[src/rtl/mem_arbiter.sv]
// Two-port arbiter sharing one single-port memory between instruction fetch and load/store.
// Define MEM_ARB_RR_EN for round-robin arbitration on conflict (default: load/store has priority).
module mem_arbiter #(
  parameter int WORD   = 32,
  parameter int ADDR_W = 32
) (
  input  logic              clk,
  input  logic              rst_n,
  input  logic              if_req_i,
  input  logic [ADDR_W-1:0] if_addr_i,
  output logic              if_gnt_o,
  output logic              if_rvalid_o,
  output logic [WORD-1:0]   if_rdata_o,
  input  logic              ls_req_i,
  input  logic              ls_we_i,
  input  logic [ADDR_W-1:0] ls_addr_i,
  input  logic [WORD-1:0]   ls_wdata_i,
  output logic              ls_gnt_o,
  output logic              ls_rvalid_o,
  output logic [WORD-1:0]   ls_rdata_o,
  output logic              mem_req_o,
  output logic              mem_we_o,
  output logic [ADDR_W-1:0] mem_addr_o,
  output logic [WORD-1:0]   mem_wdata_o,
  input  logic              mem_ready_i,
  input  logic [WORD-1:0]   mem_rdata_i,
  output logic              busy_o
);

  typedef enum logic {S_IDLE, S_WAIT} state_e;

  localparam logic OWN_IF = 1'b0;
  localparam logic OWN_LS = 1'b1;

  state_e            state_q, state_d;
  logic              owner_q, owner_d;
  logic              we_q, we_d;
  logic [ADDR_W-1:0] addr_q, addr_d;
  logic [WORD-1:0]   wdata_q, wdata_d;
  logic              if_rvalid_q, if_rvalid_d;
  logic              ls_rvalid_q, ls_rvalid_d;
  logic [WORD-1:0]   if_rdata_q, if_rdata_d;
  logic [WORD-1:0]   ls_rdata_q, ls_rdata_d;
  logic              pick_ls;
  logic              if_gnt, ls_gnt;

`ifdef MEM_ARB_RR_EN
  logic last_owner_q;

  // On conflict the port not granted last time wins.
  assign pick_ls = ls_req_i && (!if_req_i || (last_owner_q == OWN_IF));

  always_ff @(posedge clk or negedge rst_n) begin
    if (!rst_n) begin
      last_owner_q <= OWN_IF;
    end else if (if_gnt || ls_gnt) begin
      last_owner_q <= ls_gnt ? OWN_LS : OWN_IF;
    end
  end
`else
  assign pick_ls = ls_req_i;
`endif

  always_comb begin
    state_d     = state_q;
    owner_d     = owner_q;
    we_d        = we_q;
    addr_d      = addr_q;
    wdata_d     = wdata_q;
    if_rvalid_d = 1'b0;
    ls_rvalid_d = 1'b0;
    if_rdata_d  = if_rdata_q;
    ls_rdata_d  = ls_rdata_q;
    if_gnt      = 1'b0;
    ls_gnt      = 1'b0;
    case (state_q)
      S_IDLE: begin
        if (pick_ls) begin
          ls_gnt  = 1'b1;
          owner_d = OWN_LS;
          we_d    = ls_we_i;
          addr_d  = ls_addr_i;
          wdata_d = ls_wdata_i;
          state_d = S_WAIT;
        end else if (if_req_i) begin
          if_gnt  = 1'b1;
          owner_d = OWN_IF;
          we_d    = 1'b0;
          addr_d  = if_addr_i;
          wdata_d = '0;
          state_d = S_WAIT;
        end
      end
      S_WAIT: begin
        if (mem_ready_i) begin
          state_d = S_IDLE;
          if (owner_q == OWN_LS) begin
            ls_rvalid_d = 1'b1;
            ls_rdata_d  = we_q ? '0 : mem_rdata_i;
          end else begin
            if_rvalid_d = 1'b1;
            if_rdata_d  = mem_rdata_i;
          end
        end
      end
      default: state_d = S_IDLE;
    endcase
  end

  always_ff @(posedge clk or negedge rst_n) begin
    if (!rst_n) begin
      state_q     <= S_IDLE;
      owner_q     <= OWN_IF;
      we_q        <= 1'b0;
      addr_q      <= '0;
      wdata_q     <= '0;
      if_rvalid_q <= 1'b0;
      ls_rvalid_q <= 1'b0;
      if_rdata_q  <= '0;
      ls_rdata_q  <= '0;
    end else begin
      state_q     <= state_d;
      owner_q     <= owner_d;
      we_q        <= we_d;
      addr_q      <= addr_d;
      wdata_q     <= wdata_d;
      if_rvalid_q <= if_rvalid_d;
      ls_rvalid_q <= ls_rvalid_d;
      if_rdata_q  <= if_rdata_d;
      ls_rdata_q  <= ls_rdata_d;
    end
  end

  // Memory-side outputs are qualified by WAIT so they read 0 while idle.
  assign busy_o      = (state_q == S_WAIT);
  assign mem_req_o   = busy_o;
  assign mem_we_o    = busy_o & we_q;
  assign mem_addr_o  = busy_o ? addr_q  : '0;
  assign mem_wdata_o = busy_o ? wdata_q : '0;

  assign if_gnt_o    = if_gnt;
  assign ls_gnt_o    = ls_gnt;
  assign if_rvalid_o = if_rvalid_q;
  assign ls_rvalid_o = ls_rvalid_q;
  assign if_rdata_o  = if_rdata_q;
  assign ls_rdata_o  = ls_rdata_q;

endmodule

[config.mk]
export PLATFORM = sky130hd
export DESIGN_NAME = mem_arbiter
export DESIGN_NICKNAME = d
export VERILOG_FILES = /design/src/rtl/mem_arbiter.sv
export SDC_FILE = /design/constraint.sdc
export NUM_CORES = 1
export LEC_CHECK = 0
export ABC_AREA = 1
export CORE_MARGIN = 2
export CORE_UTILIZATION = 42
export CTS_CLUSTER_SIZE = 8
export DETAILED_ROUTE_END_ITERATION = 8
export PLACE_DENSITY = 0.81
export SLEW_MARGIN = 10
export SYNTH_ARGS = -nofsm -noshare
export SYNTH_HDL_FRONTEND = slang
export SYNTH_SLANG_ARGS = --single-unit
[constraint.sdc]
create_clock -name clk -period 1.58 [get_ports clk]
set_input_delay 0.158 -clock clk [delete_from_list [all_inputs] [get_ports clk]]
set_output_delay 0.158 -clock clk [all_outputs]
set_load 0.02 [all_outputs]
==> summary.json <==
{
  "switching_power_mw": 6.133,
  "initialDrtViolationCount": 403,
  "die_area_sq_mm": 0.01529,
  "clkPwrFrac": 0.254,
  "hold_path_class": "primary input to asynchronous set/reset pin",
  "mux_contribution_to_synthesized_area": 0,
  "die_x_um": 123.6,
  "setup_total_negative_slack_ns": -0.04102,
  "timing.clock.skew_ns": 0.009318,
  "cts.reportedPaths.clkPinSlew_ns": 0.06,
  "hold_ws_ns": 0.2048,
  "globalRouteTotalUtil": 0.2290,
  "synth_adder_area_share": 0,
  "final_nets": 1215,
  "critPathCaptureType": "primary output",
  "sequential_share_of_power": 0.325,
  "area_share_of_and_or_nand_nor_cells_after_synthesis": 0.3367,
  "finalHoldViolCount": 0,
  "power_leakage_nw": 5.652,
  "rsz0062_at_grt": "yes",
  "detailed_place_hpwl_um": 12380,
  "power.share.combinational": 0.422,
  "pwr_density_cell_mw_per_mm2": 1746,
  "diodes": 0,
  "floorplan.rows": 43,
  "antenna_found_initial": 0,
  "worst_slack_ns": -0.01871,
  "path_max_fanout": 7,
  "syn_to_final_growth_pct": 60.31,
  "ys_top_cells_by_area": "sky130_fd_sc_hd__dfrtp_1, sky130_fd_sc_hd__nand2_1, sky130_fd_sc_hd__inv_1",
  "peakVddDrop_mv": 0.9334,
  "internal-power_mw": 10.70,
  "worst-endpoint-required_ns": 1.42,
  "synth_compound_area_frac": 0.02893,
  "timing.final.crit_period_ns": 1.599,
  "routed_wire_length_um": 17520,
  "number_of_top_level_design_ports": 269,
  "synth.distinct_cells": 15,
  "clock_path_buffers": 2,
  "violations_in_the_final_reports": "setup timing",
  "fin_util": 0.6917,
  "run_status": "finished with violations",
  "syn-num-nets": 944,
  "cts.htree.levels": 4,
  "main_combinational_cell_family_by_area_after_synthesis": "simple AND/OR/NAND/NOR gates",
  "max_slew.worst_pin.slew_ns": 0.3636,
  "timing_worst_setup_path_type": "flip-flop to primary output",
  "synth-seq-cells": 133,
  "drt.antenna.violating_nets": 0,
  "grt-ovfl-total": 0,
  "port_buffers": 268,
  "report.final.setup_viol": 3,
  "synth_xor_xnor_area_share": 0,
  "wire_length_of_the_first_global_routing_pass_um": 26940,
  "maxCapViolations": 0,
  "initial_utilization": 0.4314,
  "layout_worst_path_cycle_share": 1.012,
  "place_worst_setup_slack_ns": -0.1166,
  "clk_latency_ns": 0.42,
  "max_clock_freq_mhz": 625.5,
  "die_h_um": 123.6,
  "finalWeightedCongestion": 0.8032,
  "netlist_instances": 810,
  "grt_start_max_net_pins": 66,
  "drive_above_1_share": 0.1372,
  "yosysTopAreaCell": "sky130_fd_sc_hd__dfrtp_1",
  "yosys.area.top_type_share": 0.5536,
  "vias_in_the_first_global_route": 5546,
  "slew_violations": 0,
  "yosys_warnings": 0,
  "critical_path.startpoint_type": "flip-flop",
  "num_vias": 5913,
  "drc": 0,
  "syn-cell-area_sq_mm": 0.006012,
  "syn-mean-instance-area_sq_um": 7.422,
  "ys_seq_area_frac": 0.5536,
  "worst_slew_margin_rel": 0.7576,
  "tritoncts": "done",
  "drt_pre_antenna_iters": 5,
  "clock-root-buffer": "sky130_fd_sc_hd__clkbuf_16",
  "cts.sink_count": 133,
  "worst_ep_arrival_time_ns": 1.44,
  "cts_buffers": 17,
  "routedWlPerCell_um": 13.76,
  "swShare": 0.3644,
  "routed_via_density": 4.645,
  "coreArea_sq_mm": 0.01393
}
[cell type report]
cell class              instances  area [sq um]
repair buffers                298          2920
well taps                     180         225.2
fillers                      1091          4297
clock inverters                13         203.9
inverters                      71         276.5
clock buffers                  18         439.2
multi-input cells             560          2243
flip-flops and latches        133          3329
[logic make-up (layout without fill, tap and decap cells)]
logic type | after synthesis | count (layout)
simple gates | 526 | 526
flops | 133 | 133
buf+inv | 117 | 400
compound gates | 34 | 34
[final timing paths]
check                               start              end  slack [ns]  cells past startpoint
max                                busy_o  mem_wdata_o[22]       -0.02                      6
min                                 rst_n    ls_rdata_o[5]        0.20                      2
max reg2reg                        busy_o       addr_q[22]        0.06                      8
min reg2reg                   wdata_q[31]      wdata_q[31]        0.47                      2
max in group asynchronous           rst_n   ls_rdata_o[20]        0.80                      3
min in group clk           ls_wdata_i[12]      wdata_q[12]        0.28                      3
[routing by layer]
metal | track usage | up-vias | wire, um
li1 | - | 2963 | -
met1 | 0.2733 | 2675 | 6919
met2 | 0.3757 | 241 | 8515
met3 | 0.08333 | 34 | 1669
met4 | 0.09304 | 0 | 416
met5 | 0 | - | 0
[per-stage QoR]
step,instances,power (mW),instance area [sq um]
3_3_place_gp,1237,12.60,9001
5_1_grt,1273,17.87,9638
6_report,1273,16.83,9638
2_1_floorplan,810,9.040,6012
3_5_place_dp,1237,12.75,9001
4_1_cts,1272,16.78,9409
[flip-flops by register name, summed over array words and instances, names as in the netlist]
name / cells
addr_q: 32
busy_o: 1
if_rdata_o: 32
if_rvalid_o: 1
ls_rdata_o: 32
ls_rvalid_o: 1
owner_q: 1
wdata_q: 32
we_q: 1
[cell usage in the layout, fill, tap and decap left out, drive strengths merged]
cell / n
buf: 96
bufinv: 5
clkbuf: 19
clkdlybuf4s15: 2
clkdlybuf4s50: 175
clkinv: 6
clkinvlp: 1
dfrtp: 133
dlygate4sd2: 2
dlygate4sd3: 1
dlymetal6s2s: 21
inv: 72
nand2: 490
nand3: 34
nor2: 2
o21ai: 34
[cell usage after synthesis (all sizes together)]
| master | count |
|---|---|
| clkbuf | 9 |
| o21ai | 34 |
| nor2 | 2 |
| dfrtp | 133 |
| nand3 | 34 |
| nand2 | 490 |
| inv | 71 |
| buf | 37 |
[critical path, stage by stage, from the launching register on]
cell and delay (ns):
sky130_fd_sc_hd__dfrtp_2 0.42, sky130_fd_sc_hd__buf_12 0.14, sky130_fd_sc_hd__buf_12 0.13, sky130_fd_sc_hd__buf_8 0.12
sky130_fd_sc_hd__nand2_2 0.05, sky130_fd_sc_hd__inv_2 0.04, sky130_fd_sc_hd__buf_12 0.12
[timing repair]
item	in CTS	in global routing
buffers inserted	3	0
hold buffers	1	0
endpoints found under the setup margin	70	88
gates cloned	0	1
resized for setup	273	79
pin swaps	0	1
endpoints found under the hold margin	113	0
[power groups by stage]
stage / combinational [mW] / clock (mW) / sequential [mW]
after floorplan: 2.61 / 0 / 6.43
after global placement: 7.13 / 0 / 5.47
after detailed placement: 7.24 / 0 / 5.51
after CTS: 6.98 / 4.34 / 5.46
after global routing: 7.76 / 4.48 / 5.63
final: 7.10 / 4.27 / 5.46
Power figures use the tool's default switching activity.
